`src/rtl/cpu_pkg.sv`:
```
// Shared CPU package: ALU, memory and register-file op encodings.
package cpu_pkg;

    localparam int unsigned ALU_OP_W      = 4;
    localparam int unsigned MEM_OP_W      = 2;
    localparam int unsigned REG_FILE_OP_W = 4;

    typedef enum logic [ALU_OP_W-1:0] {
        ALU_ADD  = 4'd0,
        ALU_SUB  = 4'd1,
        ALU_AND  = 4'd2,
        ALU_OR   = 4'd3,
        ALU_XOR  = 4'd4,
        ALU_PASS = 4'd5
    } alu_op_e;

    typedef enum logic [MEM_OP_W-1:0] {
        MEM_NOP   = 2'd0,
        MEM_READ  = 2'd1,
        MEM_WRITE = 2'd2
    } mem_op_e;

    // Encodings 9..15 are reserved and execute as NOP.
    typedef enum logic [REG_FILE_OP_W-1:0] {
        RF_NOP   = 4'd0,
        RF_LOAD  = 4'd1,
        RF_STORE = 4'd2,
        RF_MOV   = 4'd3,
        RF_INC   = 4'd4,
        RF_DEC   = 4'd5,
        RF_CLR   = 4'd6,
        RF_PUSH  = 4'd7,
        RF_POP   = 4'd8
    } reg_file_op_e;

endpackage

```
`src/rtl/reg_file_stack.sv`:
```
// LIFO stack for reg_file: storage, stack pointer, full/empty flags and sticky error.
module reg_file_stack #(
    parameter int unsigned DATA_WIDTH  = 8,
    parameter int unsigned STACK_DEPTH = 4
) (
    input  logic                  clock,
    input  logic                  reset,
    input  logic                  push,
    input  logic                  pop,
    input  logic [DATA_WIDTH-1:0] push_data,
    output logic [DATA_WIDTH-1:0] pop_data_c,
    output logic                  pop_ok_c,
    output logic                  stack_full,
    output logic                  stack_empty,
    output logic                  stack_error
);

    localparam int unsigned SP_W   = $clog2(STACK_DEPTH + 1);
    localparam int unsigned ADDR_W = (STACK_DEPTH > 1) ? $clog2(STACK_DEPTH) : 1;

    logic [SP_W-1:0]       sp_q, sp_d;
    logic [DATA_WIDTH-1:0] mem_q [STACK_DEPTH];
    logic [DATA_WIDTH-1:0] mem_d [STACK_DEPTH];
    logic                  error_q, error_d;
    logic                  full_c, empty_c;
    logic [ADDR_W-1:0]     push_idx_c, top_idx_c;

    assign empty_c    = (sp_q == '0);
    assign full_c     = (sp_q == SP_W'(STACK_DEPTH));
    assign push_idx_c = ADDR_W'(sp_q);
    assign top_idx_c  = ADDR_W'(sp_q - SP_W'(1));

    assign pop_ok_c    = pop && !empty_c;
    assign pop_data_c  = empty_c ? '0 : mem_q[top_idx_c];
    assign stack_empty = reset || empty_c;
    assign stack_full  = !reset && full_c;
    assign stack_error = error_q;

    always_comb begin
        sp_d    = sp_q;
        mem_d   = mem_q;
        error_d = error_q;
        if (push) begin
            if (full_c) begin
                error_d = 1'b1;
            end else begin
                mem_d[push_idx_c] = push_data;
                sp_d              = sp_q + SP_W'(1);
            end
        end else if (pop) begin
            if (empty_c) begin
                error_d = 1'b1;
            end else begin
                sp_d = sp_q - SP_W'(1);
            end
        end
    end

    // Storage is left untouched by reset; an empty sp makes old contents unreachable.
    always_ff @(posedge clock) begin
        if (reset) begin
            sp_q    <= '0;
            error_q <= 1'b0;
        end else begin
            sp_q    <= sp_d;
            mem_q   <= mem_d;
            error_q <= error_d;
        end
    end

endmodule

```
`src/rtl/reg_file.sv`:
```
// General register file with bus, ALU operand ports and optional stack.
// Define REG_FILE_STACK_EN to build the PUSH/POP stack; otherwise PUSH/POP are NOPs.
module reg_file
    import cpu_pkg::*;
#(
    parameter  int unsigned DATA_WIDTH  = 8,
    parameter  int unsigned REG_COUNT   = 4,
    parameter  int unsigned STACK_DEPTH = 4,
    localparam int unsigned IDX_W       = $clog2(REG_COUNT)
) (
    input  logic                  clock,
    input  logic                  reset,
    input  reg_file_op_e          op,
    input  logic [IDX_W-1:0]      dst_sel,
    input  logic [IDX_W-1:0]      src_sel,
    input  logic [DATA_WIDTH-1:0] bus_in,
    output logic [DATA_WIDTH-1:0] bus_out,
    output logic                  bus_drive,
    input  logic [IDX_W-1:0]      direct_a_sel,
    input  logic [IDX_W-1:0]      direct_b_sel,
    output logic [DATA_WIDTH-1:0] direct_a,
    output logic [DATA_WIDTH-1:0] direct_b,
    output logic                  zero,
    output logic                  stack_full,
    output logic                  stack_empty,
    output logic                  stack_error
);

    if ((REG_COUNT < 2) || (STACK_DEPTH < 1)) begin : g_bad_params
        $error("reg_file: REG_COUNT must be >= 2 and STACK_DEPTH >= 1");
    end

    logic [DATA_WIDTH-1:0] regs_q [REG_COUNT];
    logic [DATA_WIDTH-1:0] regs_d [REG_COUNT];
    logic                  zero_q, zero_d;
    logic [DATA_WIDTH-1:0] src_val_c, dst_val_c, wr_data_c;
    logic                  wr_en_c;
    logic [DATA_WIDTH-1:0] pop_data_c;
    logic                  pop_ok_c;

    function automatic logic sel_ok(input logic [IDX_W-1:0] sel);
        return 32'(sel) < REG_COUNT;
    endfunction

    // Out-of-range selects read as zero.
    assign src_val_c = sel_ok(src_sel)      ? regs_q[src_sel]      : '0;
    assign dst_val_c = sel_ok(dst_sel)      ? regs_q[dst_sel]      : '0;
    assign direct_a  = sel_ok(direct_a_sel) ? regs_q[direct_a_sel] : '0;
    assign direct_b  = sel_ok(direct_b_sel) ? regs_q[direct_b_sel] : '0;

    assign bus_drive = (op == RF_STORE) && !reset;
    assign bus_out   = bus_drive ? src_val_c : '0;
    assign zero      = zero_q;

`ifdef REG_FILE_STACK_EN
    reg_file_stack #(
        .DATA_WIDTH  (DATA_WIDTH),
        .STACK_DEPTH (STACK_DEPTH)
    ) u_stack (
        .clock       (clock),
        .reset       (reset),
        .push        (op == RF_PUSH),
        .pop         (op == RF_POP),
        .push_data   (src_val_c),
        .pop_data_c  (pop_data_c),
        .pop_ok_c    (pop_ok_c),
        .stack_full  (stack_full),
        .stack_empty (stack_empty),
        .stack_error (stack_error)
    );
`else
    assign pop_data_c  = '0;
    assign pop_ok_c    = 1'b0;
    assign stack_full  = 1'b0;
    assign stack_empty = 1'b1;
    assign stack_error = 1'b0;
`endif

    // Select the write value per op, then commit it to a valid destination.
    always_comb begin
        regs_d    = regs_q;
        zero_d    = zero_q;
        wr_en_c   = 1'b0;
        wr_data_c = '0;
        case (op)
            RF_LOAD: begin wr_en_c = 1'b1;     wr_data_c = bus_in;                        end
            RF_MOV:  begin wr_en_c = 1'b1;     wr_data_c = src_val_c;                     end
            RF_INC:  begin wr_en_c = 1'b1;     wr_data_c = dst_val_c + DATA_WIDTH'(1);    end
            RF_DEC:  begin wr_en_c = 1'b1;     wr_data_c = dst_val_c - DATA_WIDTH'(1);    end
            RF_CLR:  begin wr_en_c = 1'b1;     wr_data_c = '0;                            end
            RF_POP:  begin wr_en_c = pop_ok_c; wr_data_c = pop_data_c;                    end
            default: ;
        endcase
        if (wr_en_c && sel_ok(dst_sel)) begin
            regs_d[dst_sel] = wr_data_c;
            zero_d          = (wr_data_c == '0);
        end
    end

    always_ff @(posedge clock) begin
        if (reset) begin
            regs_q <= '{default: '0};
            zero_q <= 1'b1;
        end else begin
            regs_q <= regs_d;
            zero_q <= zero_d;
        end
    end

endmodule

```
`config.mk`:
```
export PLATFORM = sky130hd
export DESIGN_NAME = reg_file
export DESIGN_NICKNAME = d
export VERILOG_FILES = /design/src/rtl/cpu_pkg.sv /design/src/rtl/reg_file_stack.sv /design/src/rtl/reg_file.sv
export SDC_FILE = /design/constraint.sdc
export NUM_CORES = 1
export LEC_CHECK = 0
export CAP_MARGIN = 25
export CORE_MARGIN = 8
export CORE_UTILIZATION = 32
export CTS_BUF_LIST = sky130_fd_sc_hd__clkbuf_4
export CTS_CLUSTER_DIAMETER = 200
export DETAILED_ROUTE_END_ITERATION = 6
export PLACE_DENSITY = 0.51
export RECOVER_POWER = 25
export SYNTH_ARGS = -nofsm -noshare
export SYNTH_HDL_FRONTEND = slang
export SYNTH_SLANG_ARGS = --single-unit
```
`constraint.sdc`:
```
create_clock -name clock -period 10.9 [get_ports clock]
set_clock_uncertainty 0.15 [all_clocks]
set_input_delay 2.18 -clock clock [delete_from_list [all_inputs] [get_ports clock]]
set_output_delay 2.18 -clock clock [all_outputs]
set_load 0.02 [all_outputs]
```
==> results_dict.tcl, run 1 <==
set metrics [dict create \
    status "finished, final reports clean" \
    grt_pass1_wl_mm 13.21 \
    period_share_pct 62.13 \
    crit_path_max_fanout 8 \
    leakage_nw 1.106 \
    hold_ws_ns 0.3516 \
    max_freq_mhz 147.7 \
    final_cell_mix "44 x clkdlybuf4s50_1, 37 x nor2_1, 33 x dfxtp_1" \
    worstSetupPathType "input port to output port" \
    synth_top_area_share_pct 25.83 \
    die_w_um 105.4 \
    async_flop_share_pct 0 \
    clk_latency_ns 0.34 \
    synth_ff_type "dfxtp_1" \
    ys_top_cells_by_area "dfxtp_1 26%, mux4_2 22%, mux4_1 6.2%" \
    grt_pass1_vias 2350 \
    synth_cells 262 \
    place_area_sq_um 3090 \
    routed_wl_mm 8.597 \
    io_pins 51 \
    cts_buffers 5 \
    grtUsageTotal_pct 15.35 \
    die_y_um 105.4 \
    max_cap_viol_count 0 \
    start_util_pct 33.10 \
    ant_nets 0 \
    viasPerCell 5.697 \
    maxSlewViolCount 0 \
    fin_area_sq_um 3139 \
    r2r-end "zero$_SDFFE_PP1P_" \
    synth_top_area_cell "dfxtp_1" \
    vdd_drop_max_uv 49.90 \
    synthToLayoutAreaGrowth_pct 22.75 \
    synth_edf_count 0 \
    die-area_sq_um 11110 \
    synth.distinct_cells 47 \
    core_area_sq_um 7727 \
    first_iter_violations 158 \
    final_nets 330 \
    grt.overflow.total 0 \
    dp_hpwl_mm 6.024 \
    tritoncts "built" \
    worst_setup_path_end_kind "output port" \
    pwr_density_cell_nw_per_um2 80.77 \
    ys_ff_latch 33 \
    wl_per_cell_um 21.33 \
    min_path_type "flip-flop to flip-flop" \
    placementRows 32 \
    crit_required_ns 8.57 \
    antenna_cells 0 \
    gp_congestion 0.8769 \
    yosys_warnings 0 \
    drive_gt1_share_pct 12.29 \
    cts_buffer_depth 2 \
    worst_pin_slew_ns 0.9802 \
    ctsResizeCount 0 \
    rr_startpoint "regs_q[1]$_SDFFE_PP0P_" \
    hold_viol 0 \
    cp.arrival_ns 4.44 \
    drcViolationCount 0 \
    rsz0062_at_grt "no" \
    yosysSeqAreaShare_pct 25.83 \
    io_buffers 47 \
    synth_area_sq_um 2557 \
    finalSetupViolCount 0 \
    start_kind "input port" \
    cts.sink_count 33 \
    dr.pass1.iters 4 \
    htreeDepth 2 \
    cts.clk_slew.worst_paths_ns 0.11 \
    worstSetupEndpoint "bus_out[1]" \
    slew_headroom_pct 34.51 \
    cts_hold_buf 0 \
    grt_max_degree 35 \
    post-route-min-period_ns 6.773 \
    min_from "regs_q[30]$_SDFFE_PP0P_" \
    syn_avg_cell_area_sq_um 9.761 \
    vias 2296 \
    post_cts_buffers 0 \
    fin_util_pct 40.63 \
    finalSetupTns_ns 0 \
    rr_worst_depth 8 \
    worstSetupStartpoint "src_sel[1]" \
    r2r_slack_ns 7.80 \
    final_common_cell "clkdlybuf4s50_1" \
    cts-root-buf "clkbuf_4" \
    antenna_found_initial 0 \
]
-- cells in the mapped netlist (3+ instances only) --
library cell,instances
nor2_1,37
dfxtp_1,33
mux4_2,25
nand2_1,25
a21oi_1,15
a22oi_1,14
clkbuf_1,12
nor2b_1,10
o21ai_0,10
ha_1,6
mux2i_1,6
mux4_1,6
nor3_1,6
and2_1,5
a211oi_1,4
buf_4,3
nand3_1,3
or3_1,3
xnor2_1,3
-- kinds of logic after synthesis --
family	share of synthesized area (%)
AO/OA/AOI/OAI	14.97
XOR/XNOR	1.713
adder cells (fa/ha/maj)	3.718
buffers and inverters	3.718
flip-flops	25.83
multiplexers	30.97
other	0.2937
AND/OR/NAND/NOR	18.79
-- registers in the layout, summed over array words and instances (netlist names) --
| register | flops |
|---|---|
| zero | 1 |
| regs_q | 32 |
-- layout make-up --
| cell class | instances | area, sq um |
|---|---|---|
| fillers | 785 | 4588 |
| clock inverters | 1 | 3.754 |
| inverters | 1 | 3.754 |
| multi-input cells | 210 | 1805 |
| clock buffers | 6 | 45.04 |
| repair buffers | 50 | 493.0 |
| flip-flops and latches | 33 | 660.6 |
| well taps | 102 | 127.6 |
-- metrics by stage --
step | cells | power [mW] | worst slack [ns]
floorplan | 263 | 0.1654 | 5.357
global route | 403 | 0.2664 | 4.039
global placement | 396 | 0.1882 | 4.102
CTS | 403 | 0.2567 | 4.112
finish | 403 | 0.2535 | 4.127
detailed placement | 396 | 0.1882 | 4.128
-- routing by layer --
metal / vias up / track usage (%) / part of all wire (%)
li1: 1079 / - / -
met3: 13 / 3.471 / 6.8
met1: 1124 / 20.58 / 45
met5: - / 0 / 0
met4: 0 / 4.791 / 2.0
met2: 80 / 23.92 / 46
-- worst min-delay path by stage --
stage | endpoint | slack (ns) | depth (start not counted)
floorplan | regs_q[22]$_SDFFE_PP0P_ | 0.31 | 2
global placement | regs_q[15]$_SDFFE_PP0P_ | 0.33 | 2
detailed placement | regs_q[30]$_SDFFE_PP0P_ | 0.34 | 2
CTS | regs_q[30]$_SDFFE_PP0P_ | 0.35 | 2
global route | regs_q[15]$_SDFFE_PP0P_ | 0.38 | 2
finish | regs_q[30]$_SDFFE_PP0P_ | 0.35 | 2
-- where the power goes --
part	total (mW)	internal (mW)	leakage, nW	switching (mW)
Sequential	0.127	0.123	0.267	0.00312
Combinational	0.0587	0.0265	0.810	0.0322
Clock	0.0683	0.0259	0.0292	0.0424
Total	0.254	0.176	1.11	0.0777
-- worst max-delay path: stages --
cell and delay [ns]:
clkdlybuf4s50_1 0.88, mux4_1 0.65, nor2b_1 0.16, clkdlybuf4s50_1 0.57
Power figures use the tool's default switching activity.
==> inputs of run 2 (changes only) <==
==> constraint.sdc (replaced) <==
create_clock -name clock -period 6.8 [get_ports clock]
set_clock_uncertainty 0.15 [all_clocks]
set_input_delay 1.36 -clock clock [delete_from_list [all_inputs] [get_ports clock]]
set_output_delay 1.36 -clock clock [all_outputs]
set_load 0.02 [all_outputs]
==> run 2 against run 1 <==
  * Global-route usage down 0.14 points
  * Final area is 1.2% higher
  * Die area unchanged
  * Hold slack barely moved
  * Sequential power rose by 60%
  * Non-clock buffer count up 1
  * Core utilization is 0.49 points higher
  * Via count rose by 1.9%
  * Setup slack got worse by 2.5 ns
  * Combinational power grew 61%
  * Sequential cell count did not move
==> results_dict.tcl, run 2 (synthesis results as in run 1) <==
set metrics [dict create \
    cts-root-buf "clkbuf_4" \
    dr.pass1.iters 4 \
    synthToLayoutAreaGrowth_pct 24.22 \
    finalSetupViolCount 0 \
    cts.sink_count 33 \
    cts_buffers 5 \
    viasPerCell 5.775 \
    ant_nets 0 \
    first_iter_violations 216 \
    ctsResizeCount 0 \
    cts_buffer_depth 2 \
    pwr_density_cell_nw_per_um2 140.9 \
    cp_slowest_stage_delay_ns 0.90 \
    antenna_cells 0 \
    dp_hpwl_mm 6.042 \
    vdd_drop_max_uv 85.08 \
    final_common_cell "clkdlybuf4s50_1" \
    worst_setup_path_end_kind "output port" \
    rsz0062_at_grt "no" \
    crit_required_ns 5.29 \
    die_y_um 105.4 \
    post-route-min-period_ns 5.179 \
    die-area_sq_um 11110 \
    max_freq_mhz 193.1 \
    cts.clk_slew.worst_paths_ns 0.10 \
    period_share_pct 76.17 \
    die_w_um 105.4 \
    grt_pass1_wl_mm 13.33 \
    status "finished, final reports clean" \
    htreeDepth 2 \
    place_area_sq_um 3098 \
    grt_max_degree 35 \
    antenna_found_initial 0 \
    min_path_type "flip-flop to flip-flop" \
    routed_wl_mm 8.527 \
    io_pins 51 \
    finalSetupTns_ns 0 \
    final_cell_mix "45 x clkdlybuf4s50_1, 37 x nor2_1, 33 x dfxtp_1" \
    clk_latency_ns 0.34 \
    cts_hold_buf 0 \
    tritoncts "built" \
    cp.arrival_ns 3.67 \
    core_area_sq_um 7727 \
    hold_depth 2 \
    hold_viol 0 \
    timing.critical_path.mode_cell "clkdlybuf4s50_1" \
    final.fill_count 791 \
    grt.overflow.total 0 \
    slew_headroom_pct 45.97 \
    wl_per_cell_um 21.05 \
    rr_worst_depth 8 \
    start_kind "input port" \
    max_cap_viol_count 0 \
    rr_startpoint "regs_q[2]$_SDFFE_PP0P_" \
    fin_area_sq_um 3177 \
    drcViolationCount 0 \
    total_power_mw 0.4477 \
    worstSetupPathType "input port to output port" \
    final_nets 331 \
    start_util_pct 33.10 \
    largest_reg_flops 32 \
    drive_gt1_share_pct 12.87 \
    worst_pin_slew_ns 0.8078 \
    worstPathCellList "clkdlybuf4s50_1, mux4_1, nor2b_1, clkdlybuf4s50_1" \
    maxSlewViolCount 0 \
    crit_path_top_delay_cell "clkdlybuf4s50_1" \
    min_from "regs_q[15]$_SDFFE_PP0P_" \
    gp_congestion 0.8988 \
    grt_pass1_vias 2304 \
    grtUsageTotal_pct 15.21 \
    placementRows 32 \
    vias 2339 \
    worstSetupStartpoint "src_sel[1]" \
    leakage_nw 1.126 \
    top_register "regs_q" \
    post_cts_buffers 0 \
    crit_path_max_fanout 8 \
    io_buffers 47 \
]
## run 2: changes by cell type in the layout (fill, tap and decap cells not counted), sizes merged
cell           before  now
bufinv              0    1
clkdlybuf4s50      44   45
buf                 3    4
dlygate4sd3         3    2
## run 2: routing by layer
metal	vias to the layer above	track usage, %	share of wire (%)
met3	5	3.532	7.1
met1	1163	20.85	46
met5	-	0	0
met2	90	24.01	47
met4	0	2.548	0.67
li1	1081	-	-
## run 2: final cells by class
type                            count  area (sq um)  area share (%)
Clock inverter                      2         33.78           1.063
Multi-Input combinational cell    210          1805           56.83
Inverter                            1         3.754          0.1182
Timing Repair Buffer               51         500.5           15.75
Tap cell                          102         127.6           4.017
Clock buffer                        6         45.04           1.418
Sequential cell                    33         660.6           20.80
## run 2: power breakdown
part           leakage, nW  internal, mW  switching [mW]  total (mW)
logic                0.816        0.0429          0.0516      0.0945
clock network       0.0433        0.0805          0.0698       0.150
registers            0.267         0.198         0.00496       0.203
## run 2: stage by stage
| stage | utilization [%] | worst slack [ns] | instances | hold WS (ns) |
|---|---|---|---|---|
| final | 41.11 | 1.621 | 405 | 0.3512 |
| after global routing | 41.11 | 1.553 | 405 | 0.3818 |
| after CTS | 41.11 | 1.631 | 405 | 0.3526 |
| after detailed placement | 40.09 | 1.557 | 397 | 0.3383 |
| after global placement | 39.99 | 1.543 | 396 | 0.3363 |
| after floorplan | - | 2.564 | 263 | 0.3067 |
## run 2: critical path, delay by kind of cell
family / cells / cell delay, ns
buf+inv: 2 / 1.48
mux: 1 / 0.66
simple gates: 1 / 0.17
## run 2: path summary, 6_finish.rpt
check                                 end  slack [ns]
setup / recovery               bus_out[1]        1.62
hold reg to reg   regs_q[15]$_SDFFE_PP0P_        0.35
hold / removal    regs_q[15]$_SDFFE_PP0P_        0.35
setup reg to reg        zero$_SDFFE_PP1P_        3.70
==> inputs of run 3 (changes only) <==
==> constraint.sdc (replaced) <==
create_clock -name clock -period 4.81 [get_ports clock]
set_clock_uncertainty 0.15 [all_clocks]
set_input_delay 0.962 -clock clock [delete_from_list [all_inputs] [get_ports clock]]
set_output_delay 0.962 -clock clock [all_outputs]
set_load 0.02 [all_outputs]
==> run 3 against run 2 <==
  * Count of clock-buffer cells in the layout is 1 lower
  * Global-route usage is 0.59 points higher
  * Non-clock buffer count is 11 higher
  * Wire length is 2.9% higher
  * Combinational power is 48% higher
  * Total power is 29% higher
==> results_dict.tcl, run 3 (synthesis results as in run 1) <==
set metrics [dict create \
    start_kind "input port" \
    crit_path_max_fanout 9 \
    slew_headroom_pct 49.52 \
    ctsResizeCount 0 \
    worstSetupPathType "input port to output port" \
    grt.overflow.total 0 \
    die_w_um 105.4 \
    ant_nets 0 \
    pwr_density_cell_nw_per_um2 179.2 \
    worst_setup_path_end_kind "output port" \
    largest_reg_flops 32 \
    cts_buffer_depth 2 \
    max_freq_mhz 234.7 \
    routed_wl_mm 8.772 \
    cp.arrival_ns 3.15 \
    drive_gt1_share_pct 15.92 \
    final_nets 342 \
    cp_slowest_stage_delay_ns 0.65 \
    worstPathCellList "dlygate4sd3_1, nor2_1, nand3_1, nor2b_1, clkdlybuf4s50_1" \
    first_iter_violations 162 \
    start_util_pct 33.10 \
    htreeDepth 2 \
    wl_per_cell_um 21.09 \
    tritoncts "built" \
    synthToLayoutAreaGrowth_pct 26.17 \
    die-area_sq_um 11110 \
    total_power_mw 0.5782 \
    final_common_cell "clkdlybuf4s50_1" \
    antenna_cells 0 \
    worst_pin_slew_ns 0.7572 \
    final_cell_mix "44 x clkdlybuf4s50_1, 37 x nor2_1, 33 x dfxtp_1" \
    grtUsageTotal_pct 15.80 \
    finalSetupViolCount 0 \
    antenna_found_initial 0 \
    crit_required_ns 3.70 \
    worstSetupStartpoint "op[0]" \
    maxSlewViolCount 0 \
    cts_hold_buf 0 \
    fin_util_pct 41.76 \
    post_cts_buffers 0 \
    gp_congestion 0.8823 \
    period_share_pct 88.57 \
    dr.pass1.iters 4 \
    status "finished, final reports clean" \
    placementRows 32 \
    place_area_sq_um 3181 \
    rsz0062_at_grt "no" \
    vdd_drop_max_uv 108.0 \
    hold_ws_ns 0.3575 \
    die_y_um 105.4 \
    top_register "regs_q" \
    fin_area_sq_um 3227 \
    drcViolationCount 0 \
    grt_pass1_vias 2428 \
    io_buffers 47 \
    viasPerCell 5.690 \
    rr_startpoint "regs_q[1]$_SDFFE_PP0P_" \
    cts.clk_slew.worst_paths_ns 0.11 \
    cts-root-buf "clkbuf_4" \
    dp_hpwl_mm 6.454 \
    cts.sink_count 33 \
    min_from "regs_q[7]$_SDFFE_PP0P_" \
    grt_pass1_wl_mm 13.72 \
    vias 2367 \
    io_pins 51 \
    finalSetupTns_ns 0 \
    core_area_sq_um 7727 \
    cts_buffers 5 \
    min_path_type "flip-flop to flip-flop" \
    grt_max_degree 34 \
    post-route-min-period_ns 4.260 \
    crit_path_top_delay_cell "dlygate4sd3_1" \
    final.fill_count 790 \
    clk_latency_ns 0.34 \
    leakage_nw 1.163 \
    hold_viol 0 \
    max_cap_viol_count 0 \
]
[run 3: cell types whose count changed in the layout (fill, tap and decap cells not counted), sizes merged]
cell | previous run | this run
bufinv | 1 | 0
buf | 4 | 14
dlygate4sd3 | 2 | 3
clkdlybuf4s50 | 45 | 44
clkinv | 1 | 3
[run 3: path summary, 6_finish.rpt]
path	end	slack (ns)	cells after the start
hold reg to reg	regs_q[7]$_SDFFE_PP0P_	0.36	2
hold / removal	regs_q[7]$_SDFFE_PP0P_	0.36	2
setup / recovery	bus_out[1]	0.55	5
setup reg to reg	zero$_SDFFE_PP1P_	1.76	8
[run 3: cell type report]
cell class	count	area, sq um	area share, %
clock buffer	5	37.54	1.163
clock inverter	3	12.51	0.3877
inverter	1	3.754	0.1163
multi-input combinational	210	1805	55.95
sequential	33	660.6	20.47
tap	102	127.6	3.955
timing repair buffer	62	579.3	17.95
[run 3: critical path, delay by kind of cell]
family	cells	cell delay, ns
buf+inv	2	1.29
simple gates	3	0.89
[run 3: metrics by stage]
step / std cells / worst slack, ns
5_1_grt: 416 / 0.3298
2_1_floorplan: 263 / 0.9717
3_3_place_gp: 408 / 0.4195
6_report: 416 / 0.5497
3_5_place_dp: 408 / 0.3908
4_1_cts: 416 / 0.5891
[run 3: metal layers]
metal | part of all wire [%] | GRT usage [%] | wire (um)
met5 | 0 | 0 | 0
met4 | 2.1 | 5.097 | 187
met3 | 7.4 | 4.324 | 649
met2 | 46 | 24.60 | 4060
met1 | 44 | 20.67 | 3874
[run 3: power breakdown]
group          total (mW)  switching, mW  leakage (nW)  internal [mW]
Combinational       0.140         0.0746         0.866         0.0658
Clock               0.151         0.0980        0.0300         0.0528
Sequential          0.287        0.00733         0.267          0.280
Total               0.578          0.180          1.16          0.398
